[src/rtl/pe_seq_ctrl.sv]
// Job sequencer for one MAC PE: streams paired W/I operands, seeds each output, collects results.
// Optional build macro PE_SEQ_CTRL_TIMEOUT_EN adds the DRAIN watchdog and the err output.
module pe_seq_ctrl #(
  parameter int DataInWidth  = 8,
  parameter int DataOutWidth = 16,
  parameter int IndexSize    = 4,
  parameter int TimeoutWidth = 8
) (
  input  logic                    clk,
  input  logic                    reset,
  input  logic                    cmd_valid,
  output logic                    cmd_rdy,
  input  logic [IndexSize-1:0]    cmd_len,
  input  logic [IndexSize-1:0]    cmd_cnt,
  input  logic [DataInWidth-1:0]  cmd_bias,
  input  logic                    w_valid,
  output logic                    w_rdy,
  input  logic [DataInWidth-1:0]  w_data,
  input  logic                    i_valid,
  output logic                    i_rdy,
  input  logic [DataInWidth-1:0]  i_data,
  output logic                    pe_w_valid,
  input  logic                    pe_w_rdy,
  output logic [DataInWidth-1:0]  pe_w_data,
  output logic                    pe_i_valid,
  input  logic                    pe_i_rdy,
  output logic [DataInWidth-1:0]  pe_i_data,
  output logic                    pe_o_nop_in,
  output logic [DataInWidth-1:0]  pe_o_data_in,
  input  logic                    pe_o_nop_out,
  input  logic [DataOutWidth-1:0] pe_o_data,
  output logic                    pe_o_rdy,
  output logic                    res_valid,
  input  logic                    res_rdy,
  output logic [DataOutWidth-1:0] res_data,
  output logic                    res_last,
  output logic                    busy,
`ifdef PE_SEQ_CTRL_TIMEOUT_EN
  output logic                    err,
`endif
  output logic                    done
);

  // state | meaning
  // IDLE  | waiting for a job command
  // FEED  | streaming operand beats for the current output
  // DRAIN | waiting for the PE to return the finished result
  // OUT   | presenting the result downstream
  typedef enum logic [1:0] {IDLE, FEED, DRAIN, OUT} state_e;

  state_e                  state_q, state_d;
  logic [IndexSize-1:0]    len_q, len_d, cnt_q, cnt_d;
  logic [IndexSize-1:0]    beat_cnt_q, beat_cnt_d, out_cnt_q, out_cnt_d;
  logic [DataInWidth-1:0]  bias_q, bias_d;
  logic [DataOutWidth-1:0] res_data_q, res_data_d;

  logic in_feed, beat, seed, last_out, timeout;

  assign in_feed  = (state_q == FEED);
  assign beat     = in_feed & w_valid & i_valid & pe_w_rdy & pe_i_rdy;
  assign seed     = beat & (beat_cnt_q == '0);
  assign last_out = (out_cnt_q == cnt_q);

`ifdef PE_SEQ_CTRL_TIMEOUT_EN
  logic [TimeoutWidth-1:0] wdog_q, wdog_d;

  // Runs only while in DRAIN, so it is always zero on entry.
  always_comb wdog_d = (state_q == DRAIN) ? wdog_q + 1'b1 : '0;

  assign timeout = (state_q == DRAIN) & pe_o_nop_out & (wdog_q == '1);
  assign err     = timeout & ~reset;
`else
  localparam int unused_timeout_w = TimeoutWidth;
  assign timeout = 1'b0;
`endif

  // Joint handshake: neither side transfers unless all four parties are ready.
  assign w_rdy        = in_feed & i_valid & pe_w_rdy & pe_i_rdy;
  assign i_rdy        = in_feed & w_valid & pe_w_rdy & pe_i_rdy;
  assign pe_w_valid   = in_feed & w_valid & i_valid & pe_i_rdy;
  assign pe_i_valid   = in_feed & w_valid & i_valid & pe_w_rdy;
  assign pe_w_data    = in_feed ? w_data : '0;
  assign pe_i_data    = in_feed ? i_data : '0;
  assign pe_o_nop_in  = ~seed;
  assign pe_o_data_in = seed ? bias_q : '0;
  assign pe_o_rdy     = (state_q == DRAIN);
  assign res_valid    = (state_q == OUT);
  assign res_last     = (state_q == OUT) & last_out;
  assign res_data     = res_data_q;
  assign busy         = (state_q != IDLE);
  assign cmd_rdy      = (state_q == IDLE) & ~reset;
  assign done         = (state_q == OUT) & res_rdy & last_out & ~reset;

  always_comb begin
    state_d    = state_q;
    len_d      = len_q;
    cnt_d      = cnt_q;
    bias_d     = bias_q;
    beat_cnt_d = beat_cnt_q;
    out_cnt_d  = out_cnt_q;
    res_data_d = res_data_q;
    case (state_q)
      IDLE: begin
        if (cmd_valid) begin
          len_d      = cmd_len;
          cnt_d      = cmd_cnt;
          bias_d     = cmd_bias;
          beat_cnt_d = '0;
          out_cnt_d  = '0;
          state_d    = FEED;
        end
      end
      FEED: begin
        if (beat) begin
          beat_cnt_d = beat_cnt_q + 1'b1;
          if (beat_cnt_q == len_q) state_d = DRAIN;
        end
      end
      DRAIN: begin
        if (!pe_o_nop_out) begin
          res_data_d = pe_o_data;
          state_d    = OUT;
        end else if (timeout) begin
          state_d = IDLE;
        end
      end
      OUT: begin
        if (res_rdy) begin
          if (last_out) begin
            state_d = IDLE;
          end else begin
            out_cnt_d  = out_cnt_q + 1'b1;
            beat_cnt_d = '0;
            state_d    = FEED;
          end
        end
      end
      default: state_d = IDLE;
    endcase
  end

  always_ff @(posedge clk) begin
    if (reset) begin
      state_q    <= IDLE;
      len_q      <= '0;
      cnt_q      <= '0;
      bias_q     <= '0;
      beat_cnt_q <= '0;
      out_cnt_q  <= '0;
      res_data_q <= '0;
`ifdef PE_SEQ_CTRL_TIMEOUT_EN
      wdog_q     <= '0;
`endif
    end else begin
      state_q    <= state_d;
      len_q      <= len_d;
      cnt_q      <= cnt_d;
      bias_q     <= bias_d;
      beat_cnt_q <= beat_cnt_d;
      out_cnt_q  <= out_cnt_d;
      res_data_q <= res_data_d;
`ifdef PE_SEQ_CTRL_TIMEOUT_EN
      wdog_q     <= wdog_d;
`endif
    end
  end

endmodule

[config.mk]
export PLATFORM = sky130hd
export DESIGN_NAME = pe_seq_ctrl
export DESIGN_NICKNAME = d
export VERILOG_FILES = /design/src/rtl/pe_seq_ctrl.sv
export SDC_FILE = /design/constraint.sdc
export NUM_CORES = 1
export LEC_CHECK = 0
export BUFFER_PORTS_ARGS = -buffer_cell sky130_fd_sc_hd__clkbuf_2
export CORE_AREA = 2 2 95 97
export DETAILED_ROUTE_END_ITERATION = 10
export DIE_AREA = 0 0 97 99
export GPL_ROUTABILITY_DRIVEN = 0
export PLACE_DENSITY = 0.52
export SLEW_MARGIN = 20
export SYNTH_ARGS = -nofsm -noshare
export SYNTH_HDL_FRONTEND = slang
export SYNTH_SLANG_ARGS = --single-unit
[constraint.sdc]
create_clock -name clk -period 2.5 [get_ports clk]
set_clock_uncertainty 0.2 [all_clocks]
set_input_delay 0.625 -clock clk [delete_from_list [all_inputs] [get_ports clk]]
set_output_delay 0.625 -clock clk [all_outputs]
set_load 0.01 [all_outputs]
After elaboration in Yosys (flattened, before gate mapping)
Cells that the tools add are included.
W data, S select, Z words.
{"block": "totals", "out_inout_bits": 51, "elab_cells": 67, "ff_bits": 42, "in_bits": 57}
{"block": "classes", "n_eq_ne": 11, "n_addsub": 2, "n_bitwise": 19, "mux": 18, "n_reduce_logical": 10}
{"operator": "$mux W4", "count": 6}
{"operator": "$mux W8", "count": 3}
{"operator": "$and A1 B1 Y1", "count": 16}
{"operator": "$pmux W4 S3", "count": 1}
{"operator": "$mux W2", "count": 5}
{"operator": "$reduce_and A5 Y1", "count": 2}
{"operator": "$add A4 B1 Y4 const B", "count": 2}
{"operator": "$eq A4 B4 Y1", "count": 2}
{"operator": "$pmux W2 S4", "count": 1}
{"operator": "$pmux W4 S2", "count": 1}
{"operator": "$ne A2 B1 Y1 const B", "count": 3}
{"operator": "$ne A2 B2 Y1 const B", "count": 3}
{"operator": "$eq A2 B2 Y1 const B", "count": 2}
{"operator": "$logic_not A4 Y1", "count": 1}
{"operator": "$reduce_and A2 Y1", "count": 2}
{"operator": "$reduce_and A4 Y1", "count": 1}
{"operator": "$reduce_bool A2 Y1", "count": 2}
{"operator": "$not A1 Y1", "count": 3}
{"operator": "$reduce_bool A3 Y1", "count": 1}
{"operator": "$eq A2 B1 Y1 const B", "count": 1}
{"operator": "$logic_not A2 Y1", "count": 1}
{"operator": "$mux W1", "count": 1}

Depth between registers and ports, before layout
Gate-level depths: netlist of run 1.
{"block": "depth", "depth_word": 7, "mapped_depth": 7, "ltp_nobuf": 7}

Least setup slack after synthesis of run 1
Ideal clock, no wire load.
{"block": "synth_timing", "path_kind": "register -> output", "from": "reg state_q[1]", "to": "out pe_o_data_in[0]", "path_stages_with_launch": 7, "arrival_time_ps": 1488, "n_path_buf": 1, "t_required_ps": 1675, "path_slack_ps": 187, "cell_sequence": "dfxtp_1 -> inv_1 -> ha_1 -> and4_1 -> and4_1 -> clkbuf_1 -> and2_1"}
{"block": "synth_between", "elab_chain_len": 7}
{"item": "from (decl)", "line_no": "51", "source": "state_e state_q, state_d;"}
{"item": "from (signal assigned)", "line_no": "155", "source": "state_q <= state_d;"}
{"item": "$eq A2 B1 Y1", "line_no": "59", "source": "assign in_feed = (state_q == FEED);"}
{"item": "$and A1 B1 Y1 (4 in series)", "line_no": "60", "source": "assign beat = in_feed & w_valid & i_valid & pe_w_rdy & pe_i_rdy;"}
{"item": "$and A1 B1 Y1", "line_no": "61", "source": "assign seed = beat & (beat_cnt_q == '0);"}
{"item": "$mux W8", "line_no": "85", "source": "assign pe_o_data_in = seed ? bias_q : '0;"}
{"item": "to (decl)", "line_no": "29", "source": "output logic [DataInWidth-1:0] pe_o_data_in,"}
Every way passes these cells.

Final worst setup path of run 1
{"block": "layout_timing", "from": "reg state_q[1]", "to": "out pe_o_data_in[7]"}
Same word-level chain as after synthesis.

==> results of run 1 <==
==> path summary, 6_finish.rpt <==
| kind | startpoint | end | slack [ns] | cells past startpoint |
|---|---|---|---|---|
| setup / recovery | state_q[1] | pe_o_data_in[7] | 0.04 | 7 |
| hold reg to reg | bias_q[6] | bias_q[6] | 0.26 | 2 |
| setup reg to reg | state_q[1] | beat_cnt_q[3] | 0.26 | 8 |
| hold / removal | bias_q[6] | bias_q[6] | 0.26 | 2 |
==> report_power, final <==
group / leakage [uW] / switching, uW / total, uW / internal [uW]
Clock: 0.0000482 / 243 / 467 / 223
Sequential: 0.000343 / 64.7 / 833 / 768
Combinational: 0.000989 / 584 / 1020 / 433
Total: 0.00138 / 892 / 2320 / 1420
==> repair_timing <==
action,4_1_cts,5_1_grt
setup endpoints to repair,9,15
pin swaps,2,6
buffers inserted,3,1
hold endpoints to repair,0,0
gates cloned,1,0
gates resized for setup,10,19
==> sequential cells by signal (all words and copies together), names as in the netlist <==
name        cells
res_data       16
bias_q          8
beat_cnt_q      4
cnt_q           4
len_q           4
out_cnt_q       4
state_q         2
==> worst max-delay path, delay by kind of cell (launching register included) <==
family / cells / cell delay, ns
adder cells (fa/ha/maj): 1 / 0.13
buffers and inverters: 3 / 0.32
flip-flops: 1 / 0.33
AND/OR/NAND/NOR: 3 / 0.57
==> final cells by class <==
type                       instances  area [um2]  share of cell area [%]
tap                              108         135                    4.51
multi-input combinational        202        1210                    40.4
inverter                           8        30.0                    1.00
clock buffer                       7        86.3                    2.88
clock inverter                     1        5.00                   0.167
sequential                        42         846                    28.2
timing repair buffer             122         683                    22.8
==> kinds of logic after synthesis <==
family                   count (synthesis)  share of synthesized area (%)
adder cells (fa/ha/maj)                  8                           4.76
multiplexers                             3                           1.55
flip-flops                              42                           40.0
XOR/XNOR                                 8                           3.69
AND/OR/NAND/NOR                        133                           32.0
buffers and inverters                   23                           4.11
AO/OA/AOI/OAI                           50                           13.8
==> synth_stat cells <==
library cell / n
nor3_1: 1
dfxtp_1: 42
a2111oi_4: 1
nand3_1: 7
nor2_1: 7
a41o_1: 1
and2_1: 28
and3b_1: 1
xor2_2: 1
nand2b_1: 8
xor2_1: 3
xnor2_1: 4
a21oi_1: 39
nand4_1: 2
ha_1: 8
or3_1: 1
o31ai_1: 2
clkbuf_1: 15
nand4b_1: 1
o21ai_0: 5
nor4bb_1: 1
nor4_4: 1
inv_1: 8
nand2_1: 68
nor4b_1: 1
a21bo_2: 1
mux2i_1: 1
mux2_2: 2
nor2b_1: 1
and4_1: 5
a21o_1: 1
==> cells in the final DEF, fill, tap and decap left out, drive strengths merged, types with 2 or more instances in the layout <==
| cell type | netlist | layout |
|---|---|---|
| clkbuf | 15 | 109 |
| nand2 | 68 | 68 |
| dfxtp | 42 | 42 |
| a21oi | 39 | 39 |
| and2 | 28 | 28 |
| buf | 0 | 20 |
| nand2b | 8 | 8 |
| inv | 8 | 8 |
| ha | 8 | 8 |
| nor2 | 7 | 7 |
| nand3 | 7 | 7 |
| o21ai | 5 | 5 |
| and4 | 5 | 5 |
| xnor2 | 4 | 4 |
| xor2 | 4 | 4 |
| nand4 | 2 | 2 |
| o31ai | 2 | 2 |
| mux2 | 2 | 2 |
==> per-stage QoR <==
step                      hold WS [ns]  util [%]  instances  setup WS, ns  total power [uW]
after floorplan                  0.232         -        267         0.187              1470
after global placement           0.240      32.6        477         0.118              1810
after detailed placement         0.244      32.6        477         0.103              1830
after CTS                        0.256      34.3        489       0.00921              2350
after global routing             0.283      35.1        490       -0.0632              2500
final                            0.256      35.1        490        0.0370              2320
==> routing by layer <==
metal	up-vias	part of all wire (%)	wire length [um]
met3	7	5.2	315
met4	0	1.8	110
li1	1106	-	-
met1	995	44	2630
met2	48	49	2960
met5	-	0	0
==> impl_metrics.py, run 1 <==
metrics = {
    "run_status": {
        "status": "complete, no violations",
    },
    "finish": {
        "diodes": 0,
        "drive_above_1_share_pct": 39.3,
        "syn_to_final_growth_pct": 42.7,
        "fillers": 922,
        "fin_area_um2": 3000,
        "nets": 446,
    },
    "floorplanning": {
        "die_w_um": 97,
        "die-area_um2": 9600,
        "initial_core_util_pct": 24.6,
        "io_pins": 108,
        "num_rows": 34,
        "core_um2": 8550,
        "fp.dieH_um": 99,
    },
    "setup_path": {
        "start_kind": "flop",
        "crit_required_ns": 1.67,
        "crit_fanout": 4,
        "critical_path.most_common_cell": "and4_4",
        "worstSetupPathType": "flop to output port",
        "crit_chain": "inv_2 > ha_4 > and4_4 > and4_4 > buf_4 > and2_1 > clkbuf_2",
        "slowest_stage": "dfxtp_2",
        "end_kind": "output port",
        "critPathArrivalTime_ns": 1.64,
        "worst_path_largest_cell_delay_ns": 0.33,
    },
    "global_routing": {
        "grtUsageMet2_pct": 20.9,
        "antenna_found_initial": 0,
        "track_usage_pct": 12.6,
        "grtUsageMet3_pct": 3.40,
        "grt_pass1_vias": 2099,
        "grt_pass1_wl_um": 9890,
        "grtUsageMet1_pct": 15.6,
        "grt-ovfl-total": 0,
        "grt_max_degree": 29,
        "top_usage_layer": "met2",
    },
    "sta": {
        "setup_violations": 0,
        "rsz0062_at_grt": "yes",
        "tns_ns": 0,
        "max_slew_margin_pct": 56.7,
        "fin_crit_ns": 2.46,
        "worst_pin_slew_ns": 0.650,
        "final_hold_viol_count": 0,
        "post-route-period-util_pct": 98.5,
        "report.final.slew_viol_count": 0,
        "fmax_ghz": 0.406,
    },
    "drt": {
        "ant_nets": 0,
        "via_per_inst": 4.40,
        "vias": 2156,
        "postRouteWirelength_um": 6010,
        "initialDrtViolationCount": 72,
        "wl_per_cell_um": 12.3,
        "route.detailed.drc": 0,
        "drt-pass1-iter-count": 4,
    },
    "synthesis": {
        "synthesis.nets": 332,
        "synth.yosys.warnings": 0,
        "syn-mean-instance-area_um2": 7.87,
        "yosysSeqAreaShare_pct": 40.0,
        "synthesis.instances": 267,
        "ys_ff_latch": 42,
        "synth_area_um2": 2100,
        "synth_top_cell_by_area": "dfxtp_1",
        "synth_top_cell_area_share_pct": 40.0,
        "ys_types": 31,
        "synth_area_leaders": "dfxtp_1 (40%), nand2_1 (12%), a21oi_1 (9.3%)",
    },
    "pwr": {
        "power_density_nw_per_um2": 773,
        "vdd_drop_max_mv": 0.270,
        "p_leak_uw": 0.00138,
    },
    "place": {
        "io_buffers": 107,
        "dp_hpwl_um": 4440,
        "place_area_um2": 2790,
    },
    "min_path": {
        "min_path_type": "flop to flop",
    },
    "cts": {
        "clkSinkCount": 42,
        "numCtsBuffers": 5,
        "cts.clk_slew.worst_paths_ns": 0.08,
        "hold_buffers": 0,
        "cts_tree": "done",
        "cts_root_buf": "clkbuf_8",
        "clk_latency_ns": 0.30,
        "clock_tree.buffer_depth": 2,
        "h-tree-depth": 2,
    },
    "job": {
        "cap_violations": 0,
    },
}
(Power assumes the default switching activity.)
==> inputs of run 2 (changes only) <==
--- a/config.mk
+++ b/config.mk
@@ -11,6 +11,7 @@
 export DIE_AREA = 0 0 97 99
 export GPL_ROUTABILITY_DRIVEN = 0
 export PLACE_DENSITY = 0.52
+export RECOVER_POWER = 100
 export SLEW_MARGIN = 20
 export SYNTH_ARGS = -nofsm -noshare
 export SYNTH_HDL_FRONTEND = slang
==> run 2 against run 1 <==
Against the previous run:
- highest routed layer unchanged
- critical path depth unchanged
- largest power group unchanged
- non-clock buffer count unchanged
- first-iteration DRC count increased by 8.3%
- wire length decreased by 0.25%
- cell count unchanged
- via count decreased by 0.19%
- hold slack about the same
- design area decreased by 1.0%
==> impl_metrics.py, run 2 (synthesis gave the netlist of run 1 again) <==
metrics = {
    "floorplanning": {
        "initial_core_util_pct": 24.6,
        "core_um2": 8550,
        "die-area_um2": 9600,
        "fp.dieH_um": 99,
        "io_pins": 108,
        "die_w_um": 97,
        "num_rows": 34,
    },
    "sta": {
        "report.final.slew_viol_count": 0,
        "final_hold_viol_count": 0,
        "max_slew_margin_pct": 56.7,
        "fmax_ghz": 0.406,
        "fin_crit_ns": 2.46,
        "post-route-period-util_pct": 98.5,
        "rsz0062_at_grt": "yes",
        "setup_violations": 0,
        "worst_pin_slew_ns": 0.650,
        "holdWs_ns": 0.256,
    },
    "setup_path": {
        "worst_path_largest_cell_delay_ns": 0.33,
        "worstSetupPathType": "flop to output port",
        "reg2regPathDepth": 8,
        "crit_chain": "inv_2 > ha_4 > and4_4 > and4_4 > buf_4 > and2_1 > clkbuf_2",
        "end_kind": "output port",
        "crit_cells": 7,
        "critical_path.most_common_cell": "and4_4",
        "critPathTopFamily": "simple AND/OR/NAND/NOR gates",
        "start_kind": "flop",
        "crit_buf_inv": 3,
        "crit_fanout": 4,
        "crit_required_ns": 1.67,
        "slowest_stage": "dfxtp_2",
        "critPathArrivalTime_ns": 1.64,
    },
    "cts": {
        "clkSinkCount": 42,
        "cts_root_buf": "clkbuf_8",
        "h-tree-depth": 2,
        "clk_latency_ns": 0.30,
        "hold_buffers": 0,
        "cts.clk_slew.worst_paths_ns": 0.08,
        "clock_tree.buffer_depth": 2,
        "cts_tree": "done",
        "numCtsBuffers": 5,
    },
    "finish": {
        "diodes": 0,
        "largest_reg_flops": 16,
        "fillers": 928,
        "ff_latch_area_um2": 846,
        "final_cell_mix": "clkbuf_2 (83), nand2_1 (68), a21oi_1 (39), dfxtp_1 (38), clkbuf_1 (22)",
        "nets": 446,
        "multi_input_area_um2": 1210,
        "drive_above_1_share_pct": 33.8,
        "syn_to_final_growth_pct": 41.2,
        "layout_commonest_cell": "clkbuf_2",
        "stdcell_count": 490,
    },
    "global_routing": {
        "grt_pass1_wl_um": 9890,
        "grt_pass1_vias": 2099,
        "grt_max_degree": 29,
        "grt-ovfl-total": 0,
        "antenna_found_initial": 0,
        "track_usage_pct": 12.6,
    },
    "place": {
        "dp_hpwl_um": 4440,
        "io_buffers": 107,
        "dpl.cell_count": 477,
    },
    "drt": {
        "initialDrtViolationCount": 78,
        "route.detailed.drc": 0,
        "ant_nets": 0,
        "via_per_inst": 4.39,
        "postRouteWirelength_um": 6000,
        "wl_per_cell_um": 12.2,
        "vias": 2152,
        "drt-pass1-iter-count": 4,
    },
    "job": {
        "cap_violations": 0,
    },
    "pwr": {
        "vdd_drop_max_mv": 0.266,
        "p_leak_uw": 0.00131,
        "power_density_nw_per_um2": 775,
    },
    "min_path": {
        "min_path_type": "flop to flop",
        "min_path_cells": 2,
    },
    "run_status": {
        "status": "complete, no violations",
    },
}
run 2: per-layer routing:
metal,vias up,track usage [%],share of wire [%]
met5,-,0,0
met4,0,5.09,1.8
met3,7,3.40,5.3
met2,48,20.9,49
met1,992,15.6,44
li1,1105,-,-
run 2: worst min-delay path, cell delays in order, from the launching register on:
cell     delay [ns]
dfxtp_1        0.31
nand2_1        0.05
a21oi_1        0.05
run 2: report_power, final:
| group | internal, uW | switching [uW] | total (uW) |
|---|---|---|---|
| combinational | 413 | 586 | 999 |
| sequential | 768 | 64.5 | 832 |
| clock | 223 | 244 | 467 |
| total | 1400 | 894 | 2300 |
run 2: timing repair:
| action | CTS | global route |
|---|---|---|
| setup endpoints to repair | 9 | 15 |
| resized for setup | 10 | 19 |
| buffers inserted | 3 | 1 |
| pin swaps | 2 | 6 |
| gates cloned | 1 | 0 |
run 2: cell type report:
type,count,share of cell area [%]
Clock buffer,7,2.91
Clock inverter,1,0.169
Inverter,8,1.01
Multi-Input combinational cell,202,40.9
Sequential cell,42,28.5
Tap cell,108,4.56
Timing Repair Buffer,122,22.0
run 2: worst paths after layout:
path | to | startpoint | slack, ns
worst max-delay path | pe_o_data_in[7] | state_q[1] | 0.04
worst min-delay path | bias_q[6] | bias_q[6] | 0.26
worst max register to register | beat_cnt_q[3] | state_q[0] | 0.20
worst min register to register | bias_q[6] | bias_q[6] | 0.26
run 2: metrics by stage:
step           worst slack [ns]  setup TNS [ns]  util, %  area [um2]  power (uW)
2_1_floorplan             0.187               0        -        2100        1470
3_3_place_gp              0.118               0     32.6        2790        1810
3_5_place_dp              0.103               0     32.6        2790        1830
4_1_cts                 0.00921               0     34.3        2930        2350
5_1_grt                 -0.0632          -0.389     34.7        2970        2490
6_report                 0.0365               0     34.7        2970        2300
